==> src/rtl/if_id_ctrl.sv <==
// IF/ID pipeline register and front-end redirect/stall control for the 8-bit-PC pipeline.
// Optional multi-hop long-branch support is enabled by defining IFID_LONG_BRANCH_EN.
module if_id_ctrl #(
  parameter logic [3:0] JMP_OPCODE = 4'hD,
  parameter logic [3:0] LD_OPCODE  = 4'h8
) (
  input  logic        clk,
  input  logic        rst,
  input  logic [7:0]  pc,
  input  logic [15:0] instr,
  input  logic [7:0]  ex_pc,
  input  logic        ex_branch_taken,
  input  logic [5:0]  ex_branch_offset,
  input  logic        ex_mem_read,
  input  logic [2:0]  ex_rd,
  output logic        instr_fetch_enable,
  output logic [5:0]  imm_branch_offset,
  output logic        branch_enable,
  output logic        jump,
  output logic [7:0]  id_pc,
  output logic [15:0] id_instr,
  output logic        id_valid
);

`ifdef IFID_LONG_BRANCH_EN
  typedef enum logic {RUN = 1'b0, HOP = 1'b1} state_e;
  state_e     state_q, state_d;
  logic [7:0] tgt_q, tgt_d;
`endif

  logic [7:0]  id_pc_q;
  logic [15:0] id_instr_q;
  logic        id_valid_q;
  logic        stalled_q, stalled_d;
  logic        hop_active_s, squash_s, stall_s, jump_hit_s, load_use_s;
  logic [7:0]  ex_tgt_s, base_tgt_s, delta_s;

  // A delta fits the 6-bit signed fetch offset when bits [7:5] are a pure sign extension.
  function automatic logic fits6(input logic [7:0] d);
    return (d[7:5] == 3'b000) || (d[7:5] == 3'b111);
  endfunction

  assign ex_tgt_s = ex_pc + 8'd1 + {{2{ex_branch_offset[5]}}, ex_branch_offset};

`ifdef IFID_LONG_BRANCH_EN
  assign hop_active_s = (state_q == HOP);
  assign base_tgt_s   = hop_active_s ? tgt_q : ex_tgt_s;
`else
  assign hop_active_s = 1'b0;
  assign base_tgt_s   = ex_tgt_s;
`endif

  assign delta_s = base_tgt_s - (pc + 8'd1);

  // A jump opcode that aliases the load opcode would be a broken configuration; never decode it as a jump.
  assign jump_hit_s = id_valid_q && (id_instr_q[15:12] == JMP_OPCODE) && (JMP_OPCODE != LD_OPCODE);
  assign load_use_s = id_valid_q && ex_mem_read && (ex_rd != 3'd0) &&
                      ((ex_rd == id_instr_q[11:9]) || (ex_rd == id_instr_q[8:6])) &&
                      (id_instr_q[15:12] != JMP_OPCODE);

  // Fetch-control decode: redirect priority, hop sequencing and load-use stall.
  always_comb begin
    instr_fetch_enable = 1'b1;
    branch_enable      = 1'b0;
    jump               = 1'b0;
    imm_branch_offset  = 6'd0;
    squash_s           = 1'b0;
    stall_s            = 1'b0;
    stalled_d          = 1'b0;
`ifdef IFID_LONG_BRANCH_EN
    state_d            = state_q;
    tgt_d              = tgt_q;
`endif
    if (!rst) begin
      stall_s = 1'b0;
    end else if (hop_active_s || ex_branch_taken) begin
      branch_enable = 1'b1;
      squash_s      = 1'b1;
      if (fits6(delta_s)) begin
        imm_branch_offset = delta_s[5:0];
`ifdef IFID_LONG_BRANCH_EN
        state_d           = RUN;
`endif
      end else begin
`ifdef IFID_LONG_BRANCH_EN
        imm_branch_offset = delta_s[7] ? 6'h20 : 6'h1F;
        state_d           = HOP;
        tgt_d             = base_tgt_s;
`else
        imm_branch_offset = delta_s[5:0];
`endif
      end
    end else if (jump_hit_s) begin
      jump              = 1'b1;
      imm_branch_offset = id_instr_q[5:0];
      squash_s          = 1'b1;
    end else if (load_use_s && !stalled_q) begin
      // stalled_q bounds each hazard to one bubble even if EX is slow to clear.
      instr_fetch_enable = 1'b0;
      stall_s            = 1'b1;
      stalled_d          = 1'b1;
    end else begin
      stalled_d = 1'b0;
    end
  end

  // IF/ID pipeline register with stall hold and squash.
  always_ff @(posedge clk) begin
    if (!rst) begin
      id_pc_q    <= 8'd0;
      id_instr_q <= 16'h0000;
      id_valid_q <= 1'b0;
      stalled_q  <= 1'b0;
    end else if (stall_s) begin
      id_pc_q    <= id_pc_q;
      id_instr_q <= id_instr_q;
      id_valid_q <= id_valid_q;
      stalled_q  <= stalled_d;
    end else if (squash_s) begin
      id_pc_q    <= pc;
      id_instr_q <= 16'h0000;
      id_valid_q <= 1'b0;
      stalled_q  <= stalled_d;
    end else begin
      id_pc_q    <= pc;
      id_instr_q <= instr;
      id_valid_q <= 1'b1;
      stalled_q  <= stalled_d;
    end
  end

`ifdef IFID_LONG_BRANCH_EN
  // Hop state and stored far-branch target; reset abandons any hop in progress.
  always_ff @(posedge clk) begin
    if (!rst) begin
      state_q <= RUN;
      tgt_q   <= 8'd0;
    end else begin
      state_q <= state_d;
      tgt_q   <= tgt_d;
    end
  end
`endif

  assign id_pc    = id_pc_q;
  assign id_instr = id_instr_q;
  assign id_valid = id_valid_q;

endmodule

==> config.mk <==
export PLATFORM = sky130hd
export DESIGN_NAME = if_id_ctrl
export DESIGN_NICKNAME = d
export VERILOG_FILES = /design/src/rtl/if_id_ctrl.sv
export SDC_FILE = /design/constraint.sdc
export NUM_CORES = 1
export LEC_CHECK = 0
export ABC_AREA = 1
export CORE_MARGIN = 2
export CORE_UTILIZATION = 44
export CTS_CLUSTER_SIZE = 8
export DETAILED_ROUTE_END_ITERATION = 10
export PLACE_DENSITY = 0.92
export SETUP_SLACK_MARGIN = 0.1
export SLEW_MARGIN = 25
export SYNTH_ARGS = -nofsm -noshare
export SYNTH_HDL_FRONTEND = slang
export SYNTH_SLANG_ARGS = --single-unit
export TNS_END_PERCENT = 1
==> constraint.sdc <==
create_clock -name clk -period 5.7 [get_ports clk]
set_input_delay 1.14 -clock clk [delete_from_list [all_inputs] [get_ports clk]]
set_output_delay 1.14 -clock clk [all_outputs]
set_load 0.005 [all_outputs]
# Word-level counts from Yosys, hierarchy flattened
# Cells that the tools add are included.
dict set report totals {
  inputBits 45
  reg_bits 26
}
dict set report classes {
  mux 20
  addsub 4
  n_eq_ne 4
  reduce_logical 9
}
# operator n
set ops {}
lappend ops {{6-bit 2-to-1 mux} 3}
lappend ops {{1-bit 2-to-1 mux} 16}
lappend ops {{16-bit 2-to-1 mux} 1}
lappend ops {{6-bit by 1-bit adder with 6-bit output, second input constant} 2}
lappend ops {{6-bit adder} 1}
lappend ops {{3-bit equality test} 2}
lappend ops {{1-bit logical AND} 6}
lappend ops {{6-bit subtractor} 1}
lappend ops {{4-bit equality test, second input constant} 1}
lappend ops {{4-bit != test, second input constant} 1}
lappend ops {{3-bit nonzero test} 1}
lappend ops {{1-bit logical NOT} 1}
lappend ops {{1-bit logical OR} 1}

# Longest topological paths before layout
# Gate-level depths: netlist of the first run.
dict set report depth {
  depth_word 9
  depth_mapped 12
}

# Least setup slack after synthesis of the first run
# No wires, ideal clock.
dict set report synth_timing {
  path_kind {input to output}
  startpoint {input port ex_pc[1]}
  endpoint {output port imm_branch_offset[4]}
  path_buffers 0
  t_arrival_ns 2.591
  slack_ns 1.969
  stages 8
  cell_sequence {inv_1 > fa_1 > fa_1 > inv_1 > nand2_1 > a21oi_1 > nor3_1 > o21ai_0}
}
dict set report synth_via {
  elab_chain_len 5
}
# item line
set synth_lines {}
lappend synth_lines {{start, declared} 11} ;# input logic [7:0] ex_pc,
lappend synth_lines {{6-bit by 1-bit adder with 6-bit output} 43} ;# assign ex_tgt_s = ex_pc + 8'd1 + {{2{ex_branch_offset[5]}}, ex_branch_offset};
lappend synth_lines {{6-bit adder} 43}
lappend synth_lines {{6-bit subtractor} 53} ;# assign delta_s = base_tgt_s - (pc + 8'd1);
lappend synth_lines {{6-bit 2-to-1 mux} 76} ;# end else if (hop_active_s || ex_branch_taken) begin
lappend synth_lines {{6-bit 2-to-1 mux} 74} ;# if (!rst) begin
lappend synth_lines {{end, declared} 17} ;# output logic [5:0] imm_branch_offset,
# Every way passes these cells.

# Worst setup path after layout of the first run
dict set report layout_timing {
  startpoint {input port ex_branch_offset[0]}
  endpoint {output port imm_branch_offset[4]}
}
dict set report layout_via {
  elab_chain_len 4
}
# item line
set layout_lines {}
lappend layout_lines {{start, declared} 13} ;# input logic [5:0] ex_branch_offset,
lappend layout_lines {{6-bit adder} 43}
lappend layout_lines {{6-bit subtractor} 53}
lappend layout_lines {{6-bit 2-to-1 mux} 76}
lappend layout_lines {{6-bit 2-to-1 mux} 74}
# Every way passes these cells.

==> impl_metrics.prom, run 1 <==
# TYPE chip_impl_metric gauge
chip_impl_metric{name="drt_iter0_drc",unit=""} 109
chip_impl_metric{name="fraction_of_registers_with_async_set_or_reset_after_synthesis",unit="%"} 0
chip_impl_metric{name="placementRows",unit=""} 22
chip_impl_info{name="cts_tree",value="done"} 1
chip_impl_info{name="run_status",value="finished clean"} 1
chip_impl_metric{name="chipWidth",unit="µm"} 65.8
chip_impl_metric{name="cp.required",unit="ps"} 4560
chip_impl_metric{name="synth-edff-count",unit=""} 0
chip_impl_metric{name="synthToLayoutAreaGrowth",unit="%"} 50.4
chip_impl_metric{name="maxCapViolCount",unit=""} 0
chip_impl_metric{name="drt-vias-per-instance",unit=""} 4.60
chip_impl_metric{name="post-cts-setup-buffer-count",unit=""} 0
chip_impl_info{name="grt_setup_unrepaired",value="false"} 1
chip_impl_metric{name="yosys.area.top_type_share",unit="%"} 31.0
chip_impl_info{name="yosys_most_used_dff",value="dfxtp_1"} 1
chip_impl_metric{name="ant_nets",unit=""} 0
chip_impl_metric{name="setup_viol",unit=""} 0
chip_impl_metric{name="largest_net_degree_at_the_start_of_global_routing",unit=""} 19
chip_impl_metric{name="detailedPlacementHpwl",unit="µm"} 3280
chip_impl_metric{name="num_io_pins",unit=""} 79
chip_impl_metric{name="data_arrival_time_of_the_worst_path",unit="ps"} 3680
chip_impl_metric{name="synth_warnings",unit=""} 0
chip_impl_metric{name="setup_total_negative_slack",unit="ps"} 0
chip_impl_metric{name="fmaxAchievable",unit="MHz"} 208
chip_impl_metric{name="post_synth_num_cell_types",unit=""} 28
chip_impl_metric{name="hold_slack",unit="ps"} 480
chip_impl_info{name="leading_area_contributor_after_synthesis",value="dfxtp_1"} 1
chip_impl_metric{name="detail_route.wl_per_cell",unit="µm"} 10.9
chip_impl_metric{name="fin_crit_sh",unit="%"} 84.5
chip_impl_metric{name="postCtsResizedCells",unit=""} 0
chip_impl_metric{name="num_antenna_cells",unit=""} 0
chip_impl_metric{name="hold_viol",unit=""} 0
chip_impl_metric{name="wire_length_of_the_first_global_routing_pass",unit="µm"} 6670
chip_impl_metric{name="cts-buffers-inserted",unit=""} 3
chip_impl_metric{name="cts-root-to-sink-buffers",unit=""} 2
chip_impl_metric{name="ctsHtreeMaxLevel",unit=""} 1
chip_impl_metric{name="layout.filler_cells",unit=""} 307
chip_impl_metric{name="clk_skew",unit="ps"} 10.0
chip_impl_metric{name="cts-hold-fix-buffers",unit=""} 0
chip_impl_metric{name="initial_antenna_violation_count",unit=""} 0
chip_impl_metric{name="report.final.slew_viol_count",unit=""} 0
chip_impl_metric{name="total_power",unit="mW"} 0.487
chip_impl_info{name="worst_setup_path_start_kind",value="input pin"} 1
chip_impl_metric{name="synth.net_count",unit=""} 305
chip_impl_info{name="timing.hold.worst.class",value="flop to flop"} 1
chip_impl_metric{name="syn-cell-area",unit="µm²"} 1680
chip_impl_metric{name="worstSkewPairLatency",unit="ps"} 270
chip_impl_info{name="synth_most_common_cell",value="nand2_1"} 1
chip_impl_metric{name="die_area",unit="µm²"} 4330
chip_impl_metric{name="first_global_vias",unit=""} 1593
chip_impl_metric{name="design.core.area",unit="µm²"} 3660
chip_impl_metric{name="seq_area_frac_synth",unit="%"} 31.0
chip_impl_metric{name="p_per_area",unit="nW/µm²"} 193
chip_impl_metric{name="synthCells",unit=""} 249
chip_impl_metric{name="grt-ovfl-total",unit=""} 0
chip_impl_info{name="timing_worst_setup_path_type",value="input pin to primary output"} 1
chip_impl_metric{name="maxSlewHeadroom",unit="%"} 72.6
chip_impl_info{name="critical_path.endpoint_type",value="primary output"} 1
chip_impl_metric{name="drc",unit=""} 0
chip_impl_metric{name="layout_min_cycle_time",unit="ps"} 4820
chip_impl_metric{name="vdd_ir_drop_max",unit="µV"} 150
chip_impl_info{name="ctsRootBufferMaster",value="clkbuf_8"} 1
chip_impl_metric{name="leakage_power_total",unit="nW"} 1.22
chip_impl_metric{name="ys_seq_elements",unit=""} 26
chip_impl_metric{name="tritoncts_num_sinks",unit=""} 26
chip_impl_info{name="synth.area.top_cells",value="dfxtp_1 (31%), nand2_1 (18%), inv_1 (10%)"} 1
chip_impl_metric{name="route.vias.total",unit=""} 1705
chip_impl_metric{name="final_nets",unit=""} 380
chip_impl_metric{name="gp_routability_congestion",unit=""} 0.897
chip_impl_metric{name="drt_wirelength",unit="µm"} 4060
chip_impl_metric{name="dr.pass1.iters",unit=""} 4
chip_impl_metric{name="floorplan.initialDensity",unit="%"} 45.9
chip_impl_metric{name="synthesized_area_divided_by_synthesized_cell_count",unit="µm²"} 6.74
chip_impl_info{name="ys_top_cells_by_count",value="nand2_1 (82), inv_1 (46), nand3_1 (30)"} 1
chip_impl_metric{name="die_height",unit="µm"} 65.8
chip_impl_metric{name="port_buffers",unit=""} 76
chip_impl_metric{name="final_layout_size_suffix_gt1_share",unit="%"} 5.26
chip_impl_metric{name="worst_pin_slew",unit="ps"} 409
chip_impl_metric{name="clk_transition_reported_paths",unit="ps"} 80
chip_impl_metric{name="critical_path_peak_fanout",unit=""} 3
chip_impl_metric{name="gr-usage-all-layers",unit="%"} 19.3
==> worst max-delay path, stage by stage <==
cell and delay, ps:
clkdlybuf4s50_1 490, inv_1 60, ha_1 260, inv_1 70
ha_1 180, inv_1 80, fa_1 350, inv_1 70
nand2_1 60, a21oi_1 160, nor3_1 60, o21ai_0 170
clkdlybuf4s50_1 530
==> cells by family (layout without fill, tap and decap cells) <==
group           count (synthesis)  after routing  share of synthesized area [%]
xor+xnor                        1              1                          0.522
flops                          26             26                           31.0
compound gates                 19             19                           6.04
buf+inv                        58            132                           14.7
fa+ha+maj                      11             11                           10.4
simple gates                  134            134                           37.3
==> layout make-up <==
cell class	instances	area, µm²	share of cell area [%]
clock inverter	1	30.0	1.19
inverter	52	200	7.93
multi-input combinational	165	912	36.1
timing repair buffer	76	761	30.1
tap	48	60.1	2.38
clock buffer	3	41.3	1.64
sequential	26	520	20.6
==> metal layers <==
layer	vias to the layer above	part of all wire [%]	GRT usage [%]	wire, µm
met5	-	0	0	0
met4	0	1.7	5.99	67
met3	6	7.0	2.90	285
met2	59	48	34.5	1960
met1	732	43	23.7	1750
li1	908	-	-	-
==> cells in the final DEF, fill, tap and decap left out, types with 2 or more instances in the layout <==
cell,count
nand2_1,82
clkdlybuf4s50_1,76
inv_1,46
nand3_1,30
dfxtp_1,26
a21oi_1,11
nor2_1,11
o21ai_0,6
ha_1,6
fa_1,5
inv_2,4
clkbuf_8,3
nor3_1,2
==> flip-flops by register name, summed over array words and instances, names as in the netlist <==
signal and count:
id_valid 1, id_pc 8, stalled_q 1, id_instr 16
==> per-stage QoR <==
stage	util, %	instance area [µm²]	setup WS [ps]	cells
after global placement	67.0	2450	937	367
after global routing	69.0	2520	711	371
final	69.0	2520	882	371
after CTS	69.0	2520	877	371
after detailed placement	67.0	2450	877	367
after floorplan	-	1680	1970	249
==> power breakdown <==
group | switching, mW | total, mW | internal (mW)
Clock | 0.0563 | 0.150 | 0.0938
Sequential | 0.00646 | 0.196 | 0.190
Combinational | 0.0640 | 0.140 | 0.0761
Total | 0.127 | 0.487 | 0.360
==> final timing paths <==
path / startpoint / end / slack (ps) / depth (start not counted)
worst max-delay path: ex_branch_offset[0] / imm_branch_offset[4] / 880 / 13
worst min-delay path: id_instr[5] / id_instr[5] / 480 / 2
worst max register to register: id_instr[13] / id_instr[8] / 4300 / 8
worst min register to register: id_instr[5] / id_instr[5] / 480 / 2
(Power assumes the default switching activity.)
==> run 2, diff against run 1 <==
- CORE_UTILIZATION: 44 -> 37
- PLACE_DENSITY: 0.92 -> 0.83
- clock period: 5.7 -> 3.9 ns (I/O delays scaled with it)
==> impl_metrics.prom, run 2 (synthesis results as in run 1) <==
# TYPE chip_impl_metric gauge
chip_impl_info{name="r2r_startpoint",value="id_instr[13]"} 1
chip_impl_info{name="timing_worst_setup_path_type",value="input pin to primary output"} 1
chip_impl_info{name="layout_commonest_cell",value="nand2_1"} 1
chip_impl_metric{name="grtUsageMet2",unit="%"} 30.1
chip_impl_metric{name="tritoncts_num_sinks",unit=""} 26
chip_impl_info{name="grt_busiest_layer",value="met2"} 1
chip_impl_metric{name="synthToLayoutAreaGrowth",unit="%"} 57.9
chip_impl_metric{name="maxCapViolCount",unit=""} 0
chip_impl_metric{name="clk_transition_reported_paths",unit="ps"} 90
chip_impl_metric{name="cell_area_placed",unit="µm²"} 2530
chip_impl_metric{name="maxSlewHeadroom",unit="%"} 72.3
chip_impl_info{name="cts_tree",value="done"} 1
chip_impl_metric{name="num_io_pins",unit=""} 79
chip_impl_metric{name="placementRows",unit=""} 24
chip_impl_info{name="mostFrequentLayoutCells",value="nand2_1 (79), clkdlybuf4s50_1 (70), inv_1 (45)"} 1
chip_impl_metric{name="largest_reg_flops",unit=""} 16
chip_impl_metric{name="grt_util_met3",unit="%"} 4.08
chip_impl_metric{name="drt_iter0_drc",unit=""} 75
chip_impl_metric{name="first_global_vias",unit=""} 1622
chip_impl_metric{name="layout_min_cycle_time",unit="ps"} 3790
chip_impl_metric{name="drt_wirelength",unit="µm"} 4530
chip_impl_metric{name="wire_length_of_the_first_global_routing_pass",unit="µm"} 7020
chip_impl_metric{name="cp.required",unit="ps"} 3120
chip_impl_info{name="ctsRootBufferMaster",value="clkbuf_8"} 1
chip_impl_metric{name="final_nets",unit=""} 389
chip_impl_info{name="worst_r2r_dst",value="id_instr[3]"} 1
chip_impl_metric{name="leakage_power_total",unit="nW"} 1.28
chip_impl_metric{name="critPathBufInv",unit=""} 3
chip_impl_metric{name="setup_viol",unit=""} 0
chip_impl_metric{name="report.final.slew_viol_count",unit=""} 0
chip_impl_metric{name="clk_skew",unit="ps"} 3.99
chip_impl_metric{name="worst_hold_path.num_cells",unit=""} 2
chip_impl_metric{name="post-cts-setup-buffer-count",unit=""} 0
chip_impl_metric{name="place_ws",unit="ps"} -144
chip_impl_metric{name="critical_path_peak_fanout",unit=""} 2
chip_impl_metric{name="grt-ovfl-total",unit=""} 0
chip_impl_metric{name="die_area",unit="µm²"} 5090
chip_impl_metric{name="worst_r2r_path_depth",unit=""} 8
chip_impl_metric{name="fmaxAchievable",unit="MHz"} 264
chip_impl_metric{name="fin_crit_sh",unit="%"} 97.1
chip_impl_info{name="hold_path_end",value="id_instr[13]"} 1
chip_impl_metric{name="ant_nets",unit=""} 0
chip_impl_metric{name="p_per_area",unit="nW/µm²"} 284
chip_impl_metric{name="timing.critical_path.slowest_cell_delay",unit="ps"} 610
chip_impl_info{name="worst_hold_startpoint",value="id_instr[13]"} 1
chip_impl_metric{name="gp_routability_congestion",unit=""} 0.882
chip_impl_metric{name="hold_viol",unit=""} 0
chip_impl_metric{name="drc",unit=""} 0
chip_impl_metric{name="num_antenna_cells",unit=""} 0
chip_impl_info{name="critical_path.endpoint_type",value="primary output"} 1
chip_impl_info{name="cpMaxStageDelayCell",value="fa_2"} 1
chip_impl_info{name="grt_setup_unrepaired",value="true"} 1
chip_impl_metric{name="cts-hold-fix-buffers",unit=""} 0
chip_impl_metric{name="final_layout_size_suffix_gt1_share",unit="%"} 11.7
chip_impl_metric{name="detailedPlacementHpwl",unit="µm"} 3410
chip_impl_metric{name="dr.pass1.iters",unit=""} 4
chip_impl_metric{name="postLayoutSetupSlackWorst",unit="ps"} 114
chip_impl_info{name="timing.hold.worst.class",value="flop to flop"} 1
chip_impl_metric{name="data_arrival_time_of_the_worst_path",unit="ps"} 3010
chip_impl_metric{name="design_area",unit="µm²"} 2650
chip_impl_metric{name="setup_total_negative_slack",unit="ps"} 0
chip_impl_metric{name="ctsHtreeMaxLevel",unit=""} 1
chip_impl_metric{name="worst_pin_slew",unit="ps"} 413
chip_impl_metric{name="met1_usage",unit="%"} 21.1
chip_impl_metric{name="cts-buffers-inserted",unit=""} 3
chip_impl_metric{name="detail_route.wl_per_cell",unit="µm"} 11.8
chip_impl_metric{name="finish.utilization",unit="%"} 60.9
chip_impl_metric{name="floorplan.initialDensity",unit="%"} 38.6
chip_impl_metric{name="port_buffers",unit=""} 76
chip_impl_info{name="path_cells",value="clkdlybuf4s50_1 -> inv_1 -> fa_2 -> fa_2 -> o21ai_1 -> clkdlybuf4s50_1"} 1
chip_impl_metric{name="cts-root-to-sink-buffers",unit=""} 2
chip_impl_metric{name="gr-usage-all-layers",unit="%"} 17.2
chip_impl_metric{name="route.vias.total",unit=""} 1762
chip_impl_metric{name="design.core.area",unit="µm²"} 4350
chip_impl_metric{name="die_height",unit="µm"} 71.4
chip_impl_metric{name="drt-vias-per-instance",unit=""} 4.59
chip_impl_metric{name="worstSkewPairLatency",unit="ps"} 280
chip_impl_info{name="cp_delay_by_family_top",value="adder cells"} 1
chip_impl_info{name="run_status",value="finished clean"} 1
chip_impl_metric{name="initial_antenna_violation_count",unit=""} 0
chip_impl_metric{name="vdd_ir_drop_max",unit="µV"} 207
chip_impl_info{name="worst_setup_path_start_kind",value="input pin"} 1
chip_impl_metric{name="timing.reg2reg.setup_slack",unit="ps"} 2500
chip_impl_metric{name="chipWidth",unit="µm"} 71.4
chip_impl_metric{name="largest_net_degree_at_the_start_of_global_routing",unit=""} 19
[run 2: area by class of cell]
class / count / area [µm²]
Multi-Input combinational cell: 165 / 972
Tap cell: 52 / 65.1
Clock inverter: 1 / 30.0
Inverter: 52 / 200
Timing Repair Buffer: 85 / 822
Clock buffer: 3 / 41.3
Fill cell: 385 / 1700
Sequential cell: 26 / 520
[run 2: worst max path at each step]
stage                                   start                    to  slack (ps)  depth (start not counted)
after floorplan                      ex_pc[1]  imm_branch_offset[4]         890                          8
after global placement               ex_pc[1]  imm_branch_offset[4]        -140                         10
after detailed placement                pc[2]  imm_branch_offset[3]        -140                         10
after CTS                 ex_branch_offset[1]  imm_branch_offset[4]         100                         11
after global routing      ex_branch_offset[0]  imm_branch_offset[4]          -8                         13
final                                ex_pc[1]  imm_branch_offset[1]         110                          6
[run 2: power breakdown]
group	internal, mW	switching (mW)	leakage [nW]
Combinational	0.131	0.109	1.03
Clock	0.138	0.0876	0.0357
Sequential	0.278	0.00946	0.215
Total	0.546	0.206	1.28
[run 2: metrics by stage]
step / hold slack [ps] / std cells / power (mW)
floorplan: 458 / 249 / 0.395
global placement: 456 / 380 / 0.507
detailed placement: 461 / 380 / 0.511
CTS: 478 / 384 / 0.732
global route: 504 / 384 / 0.799
finish: 475 / 384 / 0.752
[run 2: per-layer routing]
layer  wire, µm  up-vias
met5          0        -
met4         46        0
met3        248        5
met2       2290       49
met1       1950      787
li1           -      921
[run 2: timing repair]
action | in CTS | in global routing
setup endpoints to repair | 5 | 4
pin swaps | 1 | 4
resized for setup | 7 | 18
[run 2: tightest hold or removal path, delay by kind of cell (launching register included)]
family           cells  cell delay (ps)
AND/OR/NAND/NOR      2              100
flip-flops           1              330
==> run 3, diff against run 2 <==
- CTS_CLUSTER_DIAMETER: default -> 80
- CTS_CLUSTER_SIZE: 8 -> 28
- SLEW_MARGIN: 25 -> 20
==> results of run 3 <==
Final layout, timing and power as in run 2 (identical DEF).
